[config.mk]
export PLATFORM = sky130hd
export DESIGN_NAME = pipe_hazard_ctrl
export DESIGN_NICKNAME = d
export VERILOG_FILES = /design/src/rtl/pipe_hazard_ctrl.sv
export SDC_FILE = /design/constraint.sdc
export NUM_CORES = 1
export LEC_CHECK = 0
export BUFFER_PORTS_ARGS = -buffer_cell sky130_fd_sc_hd__buf_2
export CORE_MARGIN = 2
export CORE_UTILIZATION = 56
export DETAILED_ROUTE_END_ITERATION = 8
export PLACE_DENSITY = 0.85
export REMOVE_ABC_BUFFERS = 1
export SYNTH_ARGS = -nofsm -noshare
export SYNTH_HDL_FRONTEND = slang
export SYNTH_SLANG_ARGS = --single-unit
[constraint.sdc]
create_clock -name clk -period 6.3 [get_ports clk]
set_input_delay 0.945 -clock clk [delete_from_list [all_inputs] [get_ports clk]]
set_output_delay 0.945 -clock clk [all_outputs]
set_load 0.005 [all_outputs]
[src/rtl/pipe_hazard_ctrl.sv]
// pipe_hazard_ctrl: stall/flush sequencer for the 5-stage core.
// Arbitrates load-use hazards, EX redirects, data-memory waits and halt
// requests into per-stage stall/flush controls. It also runs a memory-wait
// watchdog and a saturating stall-cycle counter.
module pipe_hazard_ctrl #(
  parameter int unsigned TIMEOUT_CYCLES = 255,
  parameter int unsigned WAIT_CNT_WIDTH = 8,
  parameter int unsigned PERF_WIDTH     = 32,
  parameter int unsigned REG_ADDR_WIDTH = 5
) (
  input  logic                      clk,
  input  logic                      rst_n,
  input  logic [REG_ADDR_WIDTH-1:0] id_reg1_raddr,
  input  logic [REG_ADDR_WIDTH-1:0] id_reg2_raddr,
  input  logic                      id_reg1_ren,
  input  logic                      id_reg2_ren,
  input  logic [REG_ADDR_WIDTH-1:0] id_ex_reg_waddr,
  input  logic                      id_ex_reg_wen,
  input  logic                      id_ex_is_load,
  input  logic                      ex_redirect,
  input  logic                      mem_req,
  input  logic                      mem_ready,
  input  logic                      halt_req,
  output logic                      pc_stall,
  output logic                      if_id_stall,
  output logic                      id_ex_stall,
  output logic                      ex_mem_stall,
  output logic                      if_id_flush,
  output logic                      id_ex_flush,
  output logic                      halted,
  output logic                      mem_timeout,
  output logic [PERF_WIDTH-1:0]     stall_cnt
);

  localparam logic [WAIT_CNT_WIDTH-1:0] WAIT_TRIP = WAIT_CNT_WIDTH'(TIMEOUT_CYCLES - 1);
  localparam logic [PERF_WIDTH-1:0]     PERF_MAX  = {PERF_WIDTH{1'b1}};

  typedef enum logic [1:0] {
    ST_RUN      = 2'd0,
    ST_MEM_WAIT = 2'd1,
    ST_HALT     = 2'd2,
    ST_ERR      = 2'd3
  } state_e;

  state_e                    state_q, state_d;
  logic [WAIT_CNT_WIDTH-1:0] wait_cnt_q, wait_cnt_d;
  logic [PERF_WIDTH-1:0]     stall_cnt_q, stall_cnt_d;
  logic                      lu_c;
  logic                      mw_c;

  // Hazard detection on the current ID/EX contents.
  assign lu_c = id_ex_is_load & id_ex_reg_wen & (id_ex_reg_waddr != '0) &
                ((id_reg1_ren & (id_reg1_raddr == id_ex_reg_waddr)) |
                 (id_reg2_ren & (id_reg2_raddr == id_ex_reg_waddr)));
  assign mw_c = mem_req & ~mem_ready;

  // State register.
  always_ff @(posedge clk or negedge rst_n) begin
    if (!rst_n) begin
      state_q <= ST_RUN;
    end else begin
      state_q <= state_d;
    end
  end

  // Next-state logic; the watchdog trip overrides every other transition.
  always_comb begin
    state_d = state_q;
    unique case (state_q)
      ST_RUN, ST_HALT: begin
        if (state_q == ST_HALT && halt_req) begin
          state_d = ST_HALT;
        end else if (mw_c) begin
          state_d = ST_MEM_WAIT;
        end else if (!ex_redirect && !lu_c && halt_req) begin
          state_d = ST_HALT;
        end else begin
          state_d = ST_RUN;
        end
      end
      ST_MEM_WAIT: begin
        if (mem_ready) begin
          state_d = ST_RUN;
        end
      end
      ST_ERR: begin
        state_d = ST_ERR;
      end
      default: begin
        state_d = ST_RUN;
      end
    endcase
    if (state_q != ST_ERR && ex_mem_stall && wait_cnt_q == WAIT_TRIP) begin
      state_d = ST_ERR;
    end
  end

  // Stall/flush outputs; RUN and HALT share one arbitration since a held
  // halt request produces the same bubble pattern as a load-use hazard.
  always_comb begin
    pc_stall     = 1'b0;
    if_id_stall  = 1'b0;
    id_ex_stall  = 1'b0;
    ex_mem_stall = 1'b0;
    if_id_flush  = 1'b0;
    id_ex_flush  = 1'b0;
    unique case (state_q)
      ST_RUN, ST_HALT: begin
        if (mw_c) begin
          pc_stall     = 1'b1;
          if_id_stall  = 1'b1;
          id_ex_stall  = 1'b1;
          ex_mem_stall = 1'b1;
        end else if (ex_redirect) begin
          if_id_flush  = 1'b1;
          id_ex_flush  = 1'b1;
        end else if (lu_c || halt_req) begin
          pc_stall     = 1'b1;
          if_id_stall  = 1'b1;
          id_ex_flush  = 1'b1;
        end
      end
      ST_MEM_WAIT: begin
        pc_stall     = ~mem_ready;
        if_id_stall  = ~mem_ready;
        id_ex_stall  = ~mem_ready;
        ex_mem_stall = ~mem_ready;
      end
      ST_ERR: begin
        pc_stall     = 1'b1;
        if_id_stall  = 1'b1;
        id_ex_stall  = 1'b1;
        ex_mem_stall = 1'b1;
      end
      default: begin
        pc_stall     = 1'b0;
      end
    endcase
    // Reset drains the unreset pipeline registers with bubbles.
    if (!rst_n) begin
      pc_stall     = 1'b0;
      if_id_stall  = 1'b0;
      id_ex_stall  = 1'b0;
      ex_mem_stall = 1'b0;
      if_id_flush  = 1'b1;
      id_ex_flush  = 1'b1;
    end
  end

  // Watchdog run length and saturating stall counter next values.
  always_comb begin
    wait_cnt_d  = wait_cnt_q;
    stall_cnt_d = stall_cnt_q;
    if (state_q != ST_ERR) begin
      wait_cnt_d = ex_mem_stall ? (wait_cnt_q + WAIT_CNT_WIDTH'(1)) : '0;
    end
    if (pc_stall && stall_cnt_q != PERF_MAX) begin
      stall_cnt_d = stall_cnt_q + PERF_WIDTH'(1);
    end
  end

  // Counter registers.
  always_ff @(posedge clk or negedge rst_n) begin
    if (!rst_n) begin
      wait_cnt_q  <= '0;
      stall_cnt_q <= '0;
    end else begin
      wait_cnt_q  <= wait_cnt_d;
      stall_cnt_q <= stall_cnt_d;
    end
  end

  assign halted      = (state_q == ST_HALT) & halt_req;
  assign mem_timeout = (state_q == ST_ERR);
  assign stall_cnt   = stall_cnt_q;

endmodule
; ---- After elaboration in Yosys (flattened, before gate mapping)
; Index checks and enable logic that the tools add are counted.
[word_totals]
word_cells = 58
reg_bits = 42
input_bits = 25
[classes]
n_mux = 23
eq_ne = 9
n_addsub = 2
n_reduce_logical = 12
bitwise_logic = 9
[ops]
columns = cell, n
row1 = $add A32 B1 Y32 const B, 1
row2 = $ne A32 B32 Y1 const B, 1
row3 = $mux W1, 14
row4 = $eq A5 B5 Y1, 2
row5 = $mux W2, 5
row6 = $add A8 B1 Y8 const B, 1
row7 = $eq A8 B8 Y1 const B, 1
row8 = $mux W8, 1
row9 = $and A1 B1 Y1, 7
row10 = $logic_and A1 B1 Y1, 6
row11 = $pmux W1 S3, 2
row12 = $pmux W2 S3, 1
row13 = $reduce_bool A5 Y1, 1
row14 = $eq A2 B2 Y1 const B, 2
row15 = $ne A3 B3 Y1 const B, 1
row16 = $eq A2 B1 Y1 const B, 1
row17 = $logic_not A1 Y1, 2
row18 = $logic_not A2 Y1, 1
row19 = $ne A2 B2 Y1 const B, 1
row20 = $reduce_or A2 Y1, 1
row21 = $logic_or A1 B1 Y1, 1
row22 = $not A1 Y1, 1
row23 = $or A1 B1 Y1, 1

; ---- Depth between registers and ports, before layout
[depth]
word_depth = 12
depth_mapped = 9
depth_no_buf = 7

; ---- Worst setup path after synthesis
; OpenSTA, ideal clock, no wires.
[synth_path]
kind = input to output
startpoint = in id_ex_reg_waddr[1]
endpoint = out id_ex_flush
setup_slack_ns = 3.285
n_path_buf = 0
path_stages = 5
required_time_ns = 5.355
arrival_ns = 2.070
cell_sequence = or4_1 > o211ai_1 > nand2b_1 > nor3b_1 > o31ai_1
[synth_via]
elab_chain_len = 10
elab_cells_between_ends = 14
classes_between = 2 x eq/ne / 5 x mux / 5 x bitwise / 2 x reduce/logical
[synth_rtl]
columns = item, line_no
row1 = start: declaration, 17  ; input logic [REG_ADDR_WIDTH-1:0] id_ex_reg_waddr,
row2 = $eq A5 B5 Y1 (on tied branches), "53, 54"
row3 = $and A1 B1 Y1 (on tied branches), "53, 54"
row4 = $or A1 B1 Y1, 53  ; ((id_reg1_ren & (id_reg1_raddr == id_ex_reg_waddr)) |
row5 = $and A1 B1 Y1 *, 52  ; assign lu_c = id_ex_is_load & id_ex_reg_wen & (id_ex_reg_waddr != '0) &
row6 = $logic_or A1 B1 Y1 *, 117  ; end else if (lu_c || halt_req) begin
row7 = $mux W1 *, 117
row8 = $mux W1 *, 114  ; end else if (ex_redirect) begin
row9 = $mux W1 *, 109  ; if (mw_c) begin
row10 = $mux W1 *, 107  ; unique case (state_q)
row11 = $mux W1 *, 140  ; if (!rst_n) begin
row12 = end: declaration, 29  ; output logic id_ex_flush,
; Mark *: on every way between the ends. The rest lies on a longest branch, timed or not.

; ---- Worst setup path in the final report
[layout_path]
startpoint = in rst_n
endpoint = reg stall_cnt_q[17], in the netlist stall_cnt[17]
[layout_via]
elab_chain_len = 2
[layout_rtl]
columns = item, line_no
row1 = start: declaration, 12  ; input logic rst_n,
row2 = $mux W1, 140
row3 = $logic_and A1 B1 Y1, 157  ; if (pc_stall && stall_cnt_q != PERF_MAX) begin
row4 = end signal: assignment, 169  ; stall_cnt_q <= stall_cnt_d;
row5 = end: declaration, 47  ; logic [PERF_WIDTH-1:0] stall_cnt_q, stall_cnt_d;
; No other way between the ends.
; A chain may end at the register's enable or synchronous reset.

==> load_flow_metrics.sql <==
INSERT INTO impl_metrics (metric_group, metric, value, unit) VALUES
('worst_hold_path', 'timing.hold.worst.start', 'wait_cnt_q[4]$_DFFE_PN0N_', ''),
('layout', 'nNetsFinal', '335', ''),
('clock_tree', 'htree_levels', '2', ''),
('placed_design', 'io_buffer_count', '64', ''),
('route', 'post_drt_via_cell_ratio', '5.72', ''),
('setup_path', 'ff2ff_path_depth', '7', ''),
('global_route', 'groute.usage.overall', '24.1', '%'),
('synthesis', 'post_synth_fa_ha_maj_area_fraction', '1.60', '%'),
('setup_path', 'wp_data_required', '6480', 'ps'),
('synthesis', 'post_synth_and_or_nand_nor_area_fraction', '25.4', '%'),
('route', 'wl_per_cell', '14.8', 'µm'),
('route', 'drt-initial-drc-count', '168', ''),
('synthesis', 'ys_dominant_reg_cell', 'sky130_fd_sc_hd__dfrtp_1', ''),
('worst_hold_path', 'hold_class', 'reg -> reg', ''),
('clock_tree', 'cts_num_sinks', '42', ''),
('timing', 'finalHoldViolCount', '0', ''),
('clock_tree', 'clock_slew_at_the_register_clock_pins_of_the_worst_setup_and_hold_paths', '80', 'ps'),
('setup_path', 'cp.arrival', '3830', 'ps'),
('setup_path', 'crit_path_cell_trace', 'buf_2 -> o311ai_0 -> a21oi_1 -> nand3_2 -> or4_4 -> xnor2_2', ''),
('placed_design', 'place_hpwl', '3770', 'µm'),
('route', 'remaining_drc_errors', '0', ''),
('synthesis', 'asyncSetResetFlopFracSynth', '100', '%'),
('synthesis', 'yosys.cell_types.count', '45', ''),
('synthesis', 'synth_xor_xnor_area_share', '15.6', '%'),
('layout', 'layout_commonest_cell', 'sky130_fd_sc_hd__buf_2', ''),
('route', 'antenna_violating_nets_post_route', '0', ''),
('floorplanning', 'die_w', '68.7', 'µm'),
('route', 'totalWireLength', '5280', 'µm'),
('timing', 'fin_crit_sh', '57.9', '%'),
('timing', 'setup_viol', '0', ''),
('synthesis', 'synth_compound_area_share', '7.94', '%'),
('layout', 'drive_gt1_share', '25.3', '%'),
('setup_path', 'end_kind', 'flop', ''),
('timing', 'worst-slew-pin-transition', '988', 'ps'),
('layout', 'most-common-layout-cells', '64 x sky130_fd_sc_hd__buf_2, 42 x sky130_fd_sc_hd__dfrtp_1, 23 x sky130_fd_sc_hd__nand2_1, 23 x sky130_fd_sc_hd__xor2_1, 19 x sky130_fd_sc_hd__nor2_1', ''),
('timing', 'slew_headroom', '34.2', '%'),
('synthesis', 'post_synth.cell_area_avg', '9.66', 'µm²'),
('floorplanning', 'fp-row-count', '23', ''),
('floorplanning', 'full_die_area', '4730', 'µm²'),
('global_route', 'overflow', '0', ''),
('layout', 'layout.cell_area.non_filler', '2770', 'µm²'),
('placed_design', 'gp_congestion', '0.818', ''),
('synthesis', 'yosys_register_bits', '42', ''),
('setup_path', 'reg2reg_to', 'stall_cnt[17]$_DFFE_PN0P_', ''),
('clock_tree', 'worstSkewPairLatency', '290', 'ps'),
('clock_tree', 'clock-root-buffer', 'sky130_fd_sc_hd__clkbuf_8', ''),
('setup_path', 'setup.worst_path.class', 'in -> reg', ''),
('clock_tree', 'tritoncts_clock_tree', 'built', ''),
('layout', 'n_antenna_cell', '0', ''),
('timing', 'timing.setup.tns', '0', 'ps'),
('clock_tree', 'ctsHoldBuffers', '0', ''),
('timing', 'grt_setup_unrepaired', 'no', ''),
('timing', 'report.final.slew_viol_count', '0', ''),
('route', 'dr_total_vias', '2046', ''),
('floorplanning', 'coreArea', '4030', 'µm²'),
('timing', 'clock_skew', '5.96', 'ps'),
('timing', 'min_period', '3650', 'ps'),
('synthesis', 'post_synth_instance_area', '2350', 'µm²'),
('clock_tree', 'cts_post_setup_buffers_inserted', '0', ''),
('floorplanning', 'die_height', '68.7', 'µm'),
('setup_path', 'rrSetupSlack', '3480', 'ps'),
('global_route', 'antenna_violations_before_repair', '0', ''),
('outcome', 'status', 'completed', ''),
('clock_tree', 'cts_max_path_buffers', '2', ''),
('clock_tree', 'ctsResizeCount', '0', ''),
('synthesis', 'syn_warnings', '0', ''),
('timing', 'holdWs', '476', 'ps'),
('synthesis', 'synth_edf_count', '0', ''),
('power_and_ir_drop', 'cell_leakage_power', '1.41', 'nW'),
('floorplanning', 'floorplan.initialDensity', '58.3', '%'),
('layout', 'syn_to_final_growth', '18.1', '%');
sequential cells by signal, summed over array words and instances, names as in the netlist:
register    count
wait_cnt_q      8
state_q         2
stall_cnt      32
per-stage QoR:
stage          utilization, %  worst slack [ps]  instances
2_1_floorplan               -              3280        236
3_3_place_gp             66.2              2470        350
3_5_place_dp             66.2              2350        350
4_1_cts                  68.8              2600        358
5_1_grt                  68.8              2290        358
6_report                 68.8              2650        358
cell families after synthesis:
| logic type | Yosys count |
|---|---|
| simple gates | 111 |
| flops | 42 |
| xor+xnor | 41 |
| compound gates | 29 |
| buf+inv | 16 |
| fa+ha+maj | 3 |
| mux | 1 |
worst max-delay path by stage:
stage	start	end	slack (ps)	cells after the start
final	rst_n	stall_cnt[17]$_DFFE_PN0P_	2650	6
after global routing	rst_n	stall_cnt[17]$_DFFE_PN0P_	2290	6
after CTS	rst_n	stall_cnt[17]$_DFFE_PN0P_	2600	6
after detailed placement	rst_n	stall_cnt[17]$_DFFE_PN0P_	2350	6
after global placement	rst_n	stall_cnt[17]$_DFFE_PN0P_	2470	6
after floorplan	id_ex_reg_waddr[1]	id_ex_flush	3280	5
layout make-up:
| type | instances | area (µm²) |
|---|---|---|
| clock inverters | 1 | 30.0 |
| fillers | 320 | 1260 |
| multi-input cells | 185 | 1200 |
| well taps | 50 | 62.6 |
| clock buffers | 7 | 76.3 |
| inverters | 9 | 33.8 |
| flip-flops and latches | 42 | 1050 |
| repair buffers | 64 | 320 |
cell usage after synthesis, drive strengths merged, types with 4 or more instances:
cell type / number / share of area [%]
xor2: 23 / 8.6
nand3: 17 / 3.8
o21ai: 10 / 2.1
nor3: 9 / 1.9
or3: 4 / 1.3
nor2b: 5 / 1.3
nand2: 23 / 3.7
nand4: 6 / 1.9
o31ai: 8 / 2.6
or4: 4 / 1.4
buf: 6 / 2.6
nor2: 19 / 3.0
nor4: 8 / 2.1
xnor2: 18 / 7.0
inv: 8 / 1.3
dfrtp: 42 / 45
metal layers:
metal	vias up	track usage [%]	share of wire, %
met4	0	10.5	2.2
met5	-	0	0
li1	980	-	-
met2	57	40.7	51
met1	995	30.1	42
met3	14	4.55	4.5
critical path: cells and delay by family:
family,cells,cell delay (ps)
AND/OR/NAND/NOR,2,1210
AO/OA/AOI/OAI,2,780
buffers and inverters,1,740
XOR/XNOR,1,140
power by group:
group / total [W] / internal, W / switching (W)
logic: 0.000139 / 0.0000606 / 0.0000788
registers: 0.000333 / 0.000294 / 0.0000385
clock network: 0.000206 / 0.000119 / 0.0000878
total: 0.000678 / 0.000473 / 0.000205
Power figures use the tool's default switching activity.
